===== src/rtl/dmem_pkg.sv =====
// Shared encodings, FSM states and the byte-enable helper for the data memory controller.
package dmem_pkg;

    localparam logic [1:0] SZ_B = 2'd0;
    localparam logic [1:0] SZ_H = 2'd1;
    localparam logic [1:0] SZ_W = 2'd2;
    localparam logic [1:0] SZ_D = 2'd3;

    typedef enum logic {
        ST_INIT,
        ST_RUN
    } state_e;

    // 2^size consecutive enabled bytes starting at the given lane (up to 8 lanes).
    function automatic logic [7:0] byte_en(input logic [1:0] size, input logic [2:0] lane);
        logic [7:0] base;
        case (size)
            SZ_B:    base = 8'h01;
            SZ_H:    base = 8'h03;
            SZ_W:    base = 8'h0F;
            default: base = 8'hFF;
        endcase
        return base << lane;
    endfunction

endpackage


===== src/rtl/dmem_lane_align.sv =====
// Combinational lane steering: store data/byte-enables on the way in,
// load shift/mask/sign-extension on the way out.
module dmem_lane_align
    import dmem_pkg::*;
#(
    parameter int  DATA_W = 32,
    localparam int NB     = DATA_W / 8,
    localparam int OFF    = $clog2(NB)
) (
    input  logic [1:0]        st_size_i,
    input  logic [OFF-1:0]    st_lane_i,
    input  logic [DATA_W-1:0] st_wdata_i,
    output logic [NB-1:0]     st_be_o,
    output logic [DATA_W-1:0] st_data_o,

    input  logic [DATA_W-1:0] ld_word_i,
    input  logic [OFF-1:0]    ld_lane_i,
    input  logic [1:0]        ld_size_i,
    input  logic              ld_unsigned_i,
    output logic [DATA_W-1:0] ld_data_o
);

    logic [7:0]        be_full;
    logic [DATA_W-1:0] shifted;
    logic              sign;
    int                nbits;

    assign be_full   = byte_en(st_size_i, 3'(st_lane_i));
    assign st_be_o   = be_full[NB-1:0];
    assign st_data_o = st_wdata_i << {st_lane_i, 3'b000};

    // NOTE: every output of a combinational block gets a default first so no path can infer a latch.
    always_comb begin
        ld_data_o = '0;
        shifted   = ld_word_i >> {ld_lane_i, 3'b000};
        nbits     = 8 << ld_size_i;
        if (nbits > DATA_W) begin
            nbits = DATA_W;
        end
        case (ld_size_i)
            SZ_B:    sign = shifted[7];
            SZ_H:    sign = shifted[15];
            SZ_W:    sign = shifted[31];
            default: sign = shifted[DATA_W-1];
        endcase
        sign = sign & ~ld_unsigned_i;
        for (int i = 0; i < DATA_W; i++) begin
            ld_data_o[i] = (i < nbits) ? shifted[i] : sign;
        end
    end

endmodule


===== src/rtl/dmem_ctrl.sv =====
// Byte-addressed data memory for the MEM stage: post-reset clear, one request
// per cycle, fixed-latency in-order responses with error reporting.
module dmem_ctrl
    import dmem_pkg::*;
#(
    parameter int DEPTH      = 128,
    parameter int DATA_W     = 32,
    parameter int ADDR_W     = 16,
    parameter bit OUT_REG    = 1'b0,
    parameter bit INIT_CLEAR = 1'b1
) (
    input  logic              clk,
    input  logic              rst,
    input  logic              req_valid,
    output logic              req_ready,
    input  logic              req_we,
    input  logic [1:0]        req_size,
    input  logic              req_unsigned,
    input  logic [ADDR_W-1:0] req_addr,
    input  logic [DATA_W-1:0] req_wdata,
    output logic              rsp_valid,
    output logic [DATA_W-1:0] rsp_rdata,
    output logic              rsp_err
);

    localparam int NB    = DATA_W / 8;
    localparam int OFF   = $clog2(NB);
    localparam int IDX_W = ADDR_W - OFF;
    localparam int CNT_W = (DEPTH > 1) ? $clog2(DEPTH) : 1;
    localparam logic [CNT_W-1:0] LAST    = CNT_W'(DEPTH - 1);
    localparam logic [IDX_W:0]   DEPTH_X = (IDX_W + 1)'(DEPTH);

    state_e             state_q, state_d;
    logic [CNT_W-1:0]   cnt_q, cnt_d;
    logic [DATA_W-1:0]  mem_q [DEPTH];

    logic               accept, req_err, misal, bad_size, out_range;
    logic [IDX_W-1:0]   idx;
    logic [CNT_W-1:0]   widx;
    logic [OFF-1:0]     lane;
    logic [2:0]         align_mask;
    logic [NB-1:0]      st_be;
    logic [DATA_W-1:0]  st_data, ld_data;

    logic               s1_valid_q, s1_err_q, s1_we_q, s1_uns_q;
    logic [OFF-1:0]     s1_lane_q;
    logic [1:0]         s1_size_q;
    logic [DATA_W-1:0]  s1_word_q;
    logic               rsp_valid_d, rsp_err_d;
    logic [DATA_W-1:0]  rsp_rdata_d;

    assign idx        = req_addr[ADDR_W-1:OFF];
    assign widx       = idx[CNT_W-1:0];
    assign lane       = req_addr[OFF-1:0];
    assign align_mask = (3'd1 << req_size) - 3'd1;
    assign misal      = |(3'(lane) & align_mask);
    assign bad_size   = (req_size == SZ_D) && (DATA_W != 64);
    assign out_range  = {1'b0, idx} >= DEPTH_X;
    assign req_err    = misal | bad_size | out_range;
    assign req_ready  = (state_q == ST_RUN);
    assign accept     = req_valid && req_ready;

    // NOTE: sequential state uses non-blocking assignments so every register samples pre-edge values.
    always_ff @(posedge clk) begin
        if (rst) begin
            state_q <= ST_INIT;
            cnt_q   <= '0;
        end else begin
            state_q <= state_d;
            cnt_q   <= cnt_d;
        end
    end

    always_comb begin
        state_d = state_q;
        cnt_d   = cnt_q;
        case (state_q)
            ST_INIT: begin
                if (!INIT_CLEAR || cnt_q == LAST) begin
                    state_d = ST_RUN;
                end else begin
                    cnt_d = cnt_q + 1'b1;
                end
            end
            default: state_d = ST_RUN;
        endcase
    end

    dmem_lane_align #(.DATA_W(DATA_W)) u_align (
        .st_size_i     (req_size),
        .st_lane_i     (lane),
        .st_wdata_i    (req_wdata),
        .st_be_o       (st_be),
        .st_data_o     (st_data),
        .ld_word_i     (s1_word_q),
        .ld_lane_i     (s1_lane_q),
        .ld_size_i     (s1_size_q),
        .ld_unsigned_i (s1_uns_q),
        .ld_data_o     (ld_data)
    );

    // NOTE: the array has no reset port; it is zeroed by the INIT walk instead.
    always_ff @(posedge clk) begin
        if (!rst && state_q == ST_INIT && INIT_CLEAR) begin
            mem_q[cnt_q] <= '0;
        end else if (accept && req_we && !req_err) begin
            for (int b = 0; b < NB; b++) begin
                if (st_be[b]) begin
                    mem_q[widx][8*b +: 8] <= st_data[8*b +: 8];
                end
            end
        end
    end

    always_ff @(posedge clk) begin
        if (rst) begin
            s1_valid_q <= 1'b0;
        end else begin
            s1_valid_q <= accept;
        end
    end

    // Payload travels beside s1_valid_q and is only looked at when it is set.
    always_ff @(posedge clk) begin
        if (accept) begin
            s1_err_q  <= req_err;
            s1_we_q   <= req_we;
            s1_uns_q  <= req_unsigned;
            s1_lane_q <= lane;
            s1_size_q <= req_size;
            s1_word_q <= mem_q[widx];
        end
    end

    assign rsp_valid_d = s1_valid_q;
    assign rsp_err_d   = s1_valid_q & s1_err_q;
    assign rsp_rdata_d = (s1_valid_q && !s1_err_q && !s1_we_q) ? ld_data : '0;

    if (OUT_REG) begin : g_out_reg
        logic              rsp_valid_q, rsp_err_q;
        logic [DATA_W-1:0] rsp_rdata_q;
        always_ff @(posedge clk) begin
            if (rst) begin
                rsp_valid_q <= 1'b0;
                rsp_err_q   <= 1'b0;
                rsp_rdata_q <= '0;
            end else begin
                rsp_valid_q <= rsp_valid_d;
                rsp_err_q   <= rsp_err_d;
                rsp_rdata_q <= rsp_rdata_d;
            end
        end
        assign rsp_valid = rsp_valid_q;
        assign rsp_err   = rsp_err_q;
        assign rsp_rdata = rsp_rdata_q;
    end else begin : g_out_comb
        assign rsp_valid = rsp_valid_d;
        assign rsp_err   = rsp_err_d;
        assign rsp_rdata = rsp_rdata_d;
    end

endmodule


===== config.mk =====
export PLATFORM = sky130hd
export DESIGN_NAME = dmem_ctrl
export DESIGN_NICKNAME = d
export VERILOG_FILES = /design/src/rtl/dmem_pkg.sv /design/src/rtl/dmem_lane_align.sv /design/src/rtl/dmem_ctrl.sv
export SDC_FILE = /design/constraint.sdc
export NUM_CORES = 2
export LEC_CHECK = 0
export CORE_MARGIN = 4
export CORE_UTILIZATION = 45
export DETAILED_ROUTE_END_ITERATION = 8
export GPL_ROUTABILITY_DRIVEN = 0
export PLACE_DENSITY_LB_ADDON = 0.12
export SYNTH_ARGS = -nofsm -noshare
export SYNTH_HDL_FRONTEND = slang
export SYNTH_SLANG_ARGS = --single-unit

===== constraint.sdc =====
create_clock -name clk -period 9.95 [get_ports clk]
set_input_delay 2.4875 -clock clk [delete_from_list [all_inputs] [get_ports clk]]
set_output_delay 2.4875 -clock clk [all_outputs]
set_load 0.01 [all_outputs]

; ---- After elaboration in Yosys (flattened, before gate mapping)
; Memory sizes are Yosys's and may differ from the RTL's. A register that Yosys moved wholly into a read port is not among the register bits.
; Index checks and enable logic that the tools add are counted.
[word_totals]
ram_bits = 4096
memories = 1
input_bits = 55
reg_bits = 16
output_inout_bits = 35
elab_cells = 137
[memory_table]
columns = memory, words, word_bits, rd, rd_clocked_by_memory_dff, write_ports, line_no
row1 = mem_q, 128, 32, 1, 1, 1, dmem_ctrl.sv:35  ; logic [DATA_W-1:0] mem_q [DEPTH];
[classes]
shift = 5
n_reduce_logical = 15
eq_ne = 5
add_sub_neg = 2
n_bitwise = 8
magnitude_cmp = 34
n_mux = 59
[op_table]
columns = operator, n
row1 = $lt A6 B32 Y1 const A, 16
row2 = $lt A5 B32 Y1 const A, 8
row3 = $lt A4 B32 Y1 const A, 4
row4 = $mux W32, 3
row5 = $lt A3 B32 Y1 const A, 2
row6 = $mux W1, 52
row7 = $gt A32 B7 Y1 const B, 1
row8 = $lt A1 B32 Y1 const A, 1
row9 = $lt A2 B32 Y1 const A, 1
row10 = $reduce_or A32 Y1, 1
row11 = $shl A32 B5 Y32, 1
row12 = $shl A4 B2 Y32 const A, 1
row13 = $shr A32 B5 Y32, 1
row14 = $pmux W8 S3, 1
row15 = $ge A14 B8 Y1 const B, 1
row16 = $shl A8 B2 Y4, 1
row17 = $add A7 B1 Y7 const B, 1
row18 = $eq A7 B7 Y1 const B, 1
row19 = $mux W7, 1
row20 = $logic_and A1 B1 Y1, 6
row21 = $eq A2 B1 Y1 const B, 2
row22 = $eq A2 B2 Y1 const B, 2
row23 = $logic_not A1 Y1, 4
row24 = $logic_not A2 Y1, 2
row25 = 10 further kinds, 14

; ---- Longest topological paths before layout
[depth]
depth_word = 13
depth_mapped = 10

; ---- By module
; From an unflattened synthesis, not the netlist that was laid out.
[unflattened]
hier_cells = 7112
area_unflattened_um2 = 162778.6
[by_module_without_submodules]
columns = mod, area_per_inst_um2, instances, cells_each, seq_area_each_um2
row1 = dmem_ctrl, 161377.3, 1, 6904, 124349.3
row2 = dmem_lane_align, 1401.3, 1, 208, 0.0

; ---- Worst setup path before layout
; OpenSTA, ideal clock, no wires.
[synth_timing]
path_kind = input port to flip-flop
from = input port req_addr[9]
to = memory mem_q[0][30], data pin
n_path_buf = 2
arrival_time_ps = 9198
slack_ps = -477
cell_stages = 6
setup_ps = 1229
t_required_ps = 8721
cell_sequence = or4_1 nor4_2 nand3_1 buf_2 clkbuf_1 a211oi_1
[synth_between]
elab_chain_cells = 9
word_cells_on_any_way = 18
classes_between = order compare: 1 / mux: 13 / bitwise: 1 / reduce/logical: 3
[synth_lines]
columns = item, line_no
row1 = from (decl), dmem_ctrl.sv:19  ; input logic [ADDR_W-1:0] req_addr,
row2 = $ge A14 B8 Y1 *, dmem_ctrl.sv:58  ; assign out_range = {1'b0, idx} >= DEPTH_X;
row3 = $or A1 B1 Y1 *, dmem_ctrl.sv:59  ; assign req_err = misal | bad_size | out_range;
row4 = $logic_not A1 Y1 *, dmem_ctrl.sv:106  ; end else if (accept && req_we && !req_err) begin
row5 = $logic_and A1 B1 Y1 *, dmem_ctrl.sv:106
row6 = $mux W1, dmem_ctrl.sv:106
row7 = $mux W1, dmem_ctrl.sv:104  ; if (!rst && state_q == ST_INIT && INIT_CLEAR) begin
row8 = $mux W1 (not written as such), dmem_ctrl.sv:109  ; mem_q[widx][8*b +: 8] <= st_data[8*b +: 8];
row9 = $reduce_or A32 Y1 (no source line) *, --
row10 = $mux W32 (no source line) *, --
row11 = to (decl), dmem_ctrl.sv:35
; Mark *: on every way between the ends. The rest lies on a longest branch, timed or not.

; ---- Worst setup path in the final report
[layout_timing]
from = input port req_addr[9]
to = memory mem_q[122][24], enable pin
[layout_between]
elab_chain_cells = 9
word_cells_on_any_way = 19
classes_between = order compare: 1 / mux: 14 / bitwise: 1 / reduce/logical: 3
[layout_lines]
columns = item, line_no
row1 = $ge A14 B8 Y1 *, dmem_ctrl.sv:58
row2 = $or A1 B1 Y1 *, dmem_ctrl.sv:59
row3 = $logic_not A1 Y1 *, dmem_ctrl.sv:106
row4 = $logic_and A1 B1 Y1 *, dmem_ctrl.sv:106
row5 = $mux W1, dmem_ctrl.sv:106
row6 = $mux W1, dmem_ctrl.sv:104
row7 = $mux W1 (not written as such), dmem_ctrl.sv:109
row8 = $reduce_or A32 Y1 (no source line), --
row9 = $mux W7 (no source line) or $mux W4 (tied branches), --
; Marks and branches as above.

==> run summary <==
The run finished with clean final reports. The count of nets left with antenna violations once routing finished came out at 0. Sorting the synthesized cells by area gives the leading types as edfxtp_1, mux4_2, nor2_1, clkbuf_1, mux2_2. Post-CTS timing repair inserted 0 buffers for setup. edfxtp_1 takes more of the synthesized area than any other cell.

Summed over all cells, the static leakage comes to 65.49 nW. In the routed design, unresolved DRC markers number 0. The total standard cell area after synthesis was 0.1607 mm²; the proportion of synthesized area in mux cells was 19.44%. Counting distinct cell types in the post-synthesis netlist gives 33. The simple-gate portion of the synthesized area works out to 1.795%.

The launch instance of the worst min-delay path was cnt_q[6]$_SDFFE_PP0P_. The tools report the via count of the first global-routing pass as 74715. Entering global routing, the biggest net connects 148 pins.

Clock latency on the worst-skew pair, taken at its later pin, is 0.98 ns. The combinational family with the most area after synthesis is multiplexers. The run gives 0.3557 mm² as the placeable core area. The width of the chip works out to 605.5 µm. Once the floorplan was initialized, standard cells occupied 45.17% of the core. The tools report the final-report setup violation count as 0.

In this run the critical register-to-register path is launched from req_ready$_SDFF_PP0_. The fraction of layout instances using a drive strength above 1 was 30.38%. Compared with the post-synthesis result, the final layout area differs by 13.28%. The total half-perimeter wirelength after legalization and detailed placement came out at 237.4 mm. The clock root buffer master was clkbuf_16. For this run the aggregate overflow at the end of global routing stands at 0. The tools report the iteration-0 DRC count of the detailed router as 7568. The fraction of synthesized cell area in xor and xnor cells was 0.02726%; the synthesized-area fraction occupied by adder cells was 0.007788%.

For the worst setup path, the data required time is 10.53 ns. At the end of the flow the core is filled with cells to 51.17%. The logic depth of the worst register-to-register path works out to 5. Number of detailed-routing iterations run before antenna repair: 5. The worst-case IR drop observed on VDD is 0.1763 mV. After clock tree synthesis, the flow added hold-fix buffers numbering 0. Initial antenna violation count: 9.

After detailed routing, the average wire length per cell comes to 32.92 µm. Before CTS, the worst setup slack after placement is 2.162 ns. The per-cell via count in the routed design is 5.944. For hold timing, the worst endpoint is cnt_q[6]$_SDFFE_PP0P_. The number of storage elements in the synthesis netlist is 4144, and the register-to-register path setup slack is 4.81 ns. The run gives 36.14 mW as the total design power. Setup slack on the critical path of the routed design comes to 3.037 ns. The logs give 0 for the post-cts repair resize count and 0.3667 mm² for the die area. The first global-routing pass estimated 575.8 mm of wire.

The run gives 4144 as the total number of clock tree sinks. From bottom edge to top edge, the die measures 605.5 µm. Max-cap violations in this run came to 0. At the pin with the least slew margin, the transition time is 1.281 ns. The synthesized design devotes to its leading area cell type 77.29% of total area. TritonCTS built the clock tree.

The final period demand of the worst path is 6.913 ns. For the vias after detailed routing, the log shows 72172. STA classifies the critical path startpoint as a primary input. The final wirelength was 399.7 mm. In the finished design, the share of the clock period the worst path needs comes to 69.48%. The run gives 13.96% as the worst-case headroom to the max-slew limit. The most frequently used flop master after synthesis was edfxtp_1. The number of buffers inserted by port buffering came out at 89. Synthesis produced a netlist with a net count of 6841. The floorplan has 219 rows. In this run the mean area of a mapped cell was 23.68 µm².

After routing, the total negative slack on setup checks comes to 0 ns. Of the synthesized area, sequential elements account for 77.40%. Summing the areas of all compound-gate instances in the mapped netlist gives 0.2819% of the synthesized area. The worst hold path depth works out to 2. The critical path class was in -> reg.

The run gives 21.83% as the total global routing track utilization. Counting flops with an async set or reset pin after synthesis yields a share of 0%. The final setup skew was 0.07208 ns. Endpoint type of the worst setup path: a flip-flop.

Clock slew at the register clock pins of the worst setup and hold paths: 0.06 ns. In this run the count of I/O pins placed on the die edge is 90. For this design the ratio of total power to cell area is 198.6 mW/mm².

Setup repair after global routing left no endpoint under its margin. The final net count is 7092. Worst hold-check path type: reg -> reg. The clock passes through at most 4 buffers. Static timing analysis puts the maximum clock frequency at 0.1447 GHz.

Number of enable flip-flop cells after synthesis: 4135. Counting every instance in the synthesized netlist gives 6785. Number of hold-slack violations in the final timing report: 0. The run gives 0 as the number of pins with negative max-slew slack in the final report. The destination of the worst register-to-register timing path is mem_q[122][24]$_DFFE_PP_. In this run, CTS created clock tree buffers numbering 424. Of all nets on the critical path, the largest fanout is 20. The H-tree was split into 5 levels. The logs give 0 for the count of warnings emitted by yosys and 7.50 ns for the worst path arrival time.
-- cells in the mapped netlist (all sizes together) (4+ instances only) --
cell type  instances
a211oi            23
a21oi             42
and2              10
buf              141
clkbuf           282
dfxtp              9
edfxtp          4135
mux2              47
mux2i             42
mux4            1344
nand2             29
nand3             28
nand4             35
nor2             549
nor2b             13
nor3              32
o22ai              5
xor2               4
-- registers in the layout, indices dropped and copies added, names as in the netlist --
name       cells
s1_err_q       1
req_ready      1
mem_q       4096
rsp_valid      1
s1_we_q        1
cnt_q          7
s1_size_q      2
s1_lane_q      2
s1_word_q     32
s1_uns_q       1
-- how the worst max path moves through the flow --
stage / start / end / slack, ns / depth (start not counted)
2_1_floorplan: req_addr[9] / mem_q[0][30]$_DFFE_PP_ / -0.48 / 6
3_3_place_gp: req_addr[9] / mem_q[122][25]$_DFFE_PP_ / 2.24 / 7
6_report: req_addr[9] / mem_q[122][24]$_DFFE_PP_ / 3.04 / 7
4_1_cts: req_addr[9] / mem_q[122][24]$_DFFE_PP_ / 3.16 / 7
3_5_place_dp: req_addr[9] / mem_q[122][12]$_DFFE_PP_ / 2.16 / 7
5_1_grt: req_addr[12] / mem_q[122][26]$_DFFE_PP_ / 2.84 / 7
-- critical path: stages --
cell,delay [ns]
clkdlybuf4s50_1,0.39
or4_1,0.55
nor4_2,0.36
nand3_4,0.38
mux2i_2,0.98
nand3_1,1.08
nor3_1,1.24
-- stage by stage --
step | instances | hold slack, ns | area [µm²]
finish | 12141 | 0.5827 | 182000
floorplan | 6785 | 0.5052 | 160700
global route | 12140 | 0.6203 | 182000
global placement | 11361 | 0.5445 | 167700
CTS | 12138 | 0.5636 | 182000
detailed placement | 11361 | 0.5534 | 167700
-- cell families after synthesis --
logic type / after synthesis
DFF: 4144
and+or+nand+nor: 703
AOI/OAI and AO/OA: 74
muxes: 1433
adders and majority gates: 1
xor gates and xnor gates: 5
buffers and inverters: 425
-- layout make-up --
type / instances / area (µm²)
Fill cell: 27690 / 173700
Sequential cell: 4144 / 124300
Multi-Input combinational cell: 2216 / 34950
Clock buffer: 486 / 11020
Tap cell: 4751 / 5944
Clock inverter: 291 / 3281
Timing Repair Buffer: 248 / 2431
Inverter: 2 / 7.507
Antenna cell: 3 / 7.507
-- power by group --
| group | switching [mW] | total, mW | internal, mW | leakage, nW |
|---|---|---|---|---|
| logic | 0.529 | 0.859 | 0.330 | 11.2 |
| clock network | 6.67 | 16.3 | 9.67 | 6.95 |
| registers | 0.00637 | 18.9 | 18.9 | 47.4 |
| total | 7.21 | 36.1 | 28.9 | 65.5 |
-- cell usage in the layout (no fill, tap or decap), types with 15 or more instances in the layout --
| cell | n |
|---|---|
| a211oi_1 | 15 |
| a21oi_1 | 42 |
| buf_12 | 26 |
| buf_4 | 134 |
| bufinv_16 | 67 |
| clkbuf_1 | 53 |
| clkbuf_16 | 432 |
| clkdlybuf4s50_1 | 81 |
| clkinv_1 | 94 |
| clkinv_2 | 76 |
| clkinvlp_4 | 27 |
| edfxtp_1 | 4135 |
| mux2_2 | 47 |
| mux2i_1 | 37 |
| mux4_2 | 1344 |
| nand2_1 | 27 |
| nand3_1 | 15 |
| nand4_1 | 35 |
| nor2_1 | 533 |
| nor2_4 | 16 |
| nor3_1 | 32 |
-- routing by layer --
layer	global-route usage, %	up-vias	routed length, µm	part of all wire [%]
li1	-	29576	-	-
met1	32.20	39616	171700	43
met2	35.14	2473	196000	49
met3	2.901	505	22380	5.6
met4	4.914	2	9605	2.4
met5	0	-	13	0.0033
(Power assumes the default switching activity.)
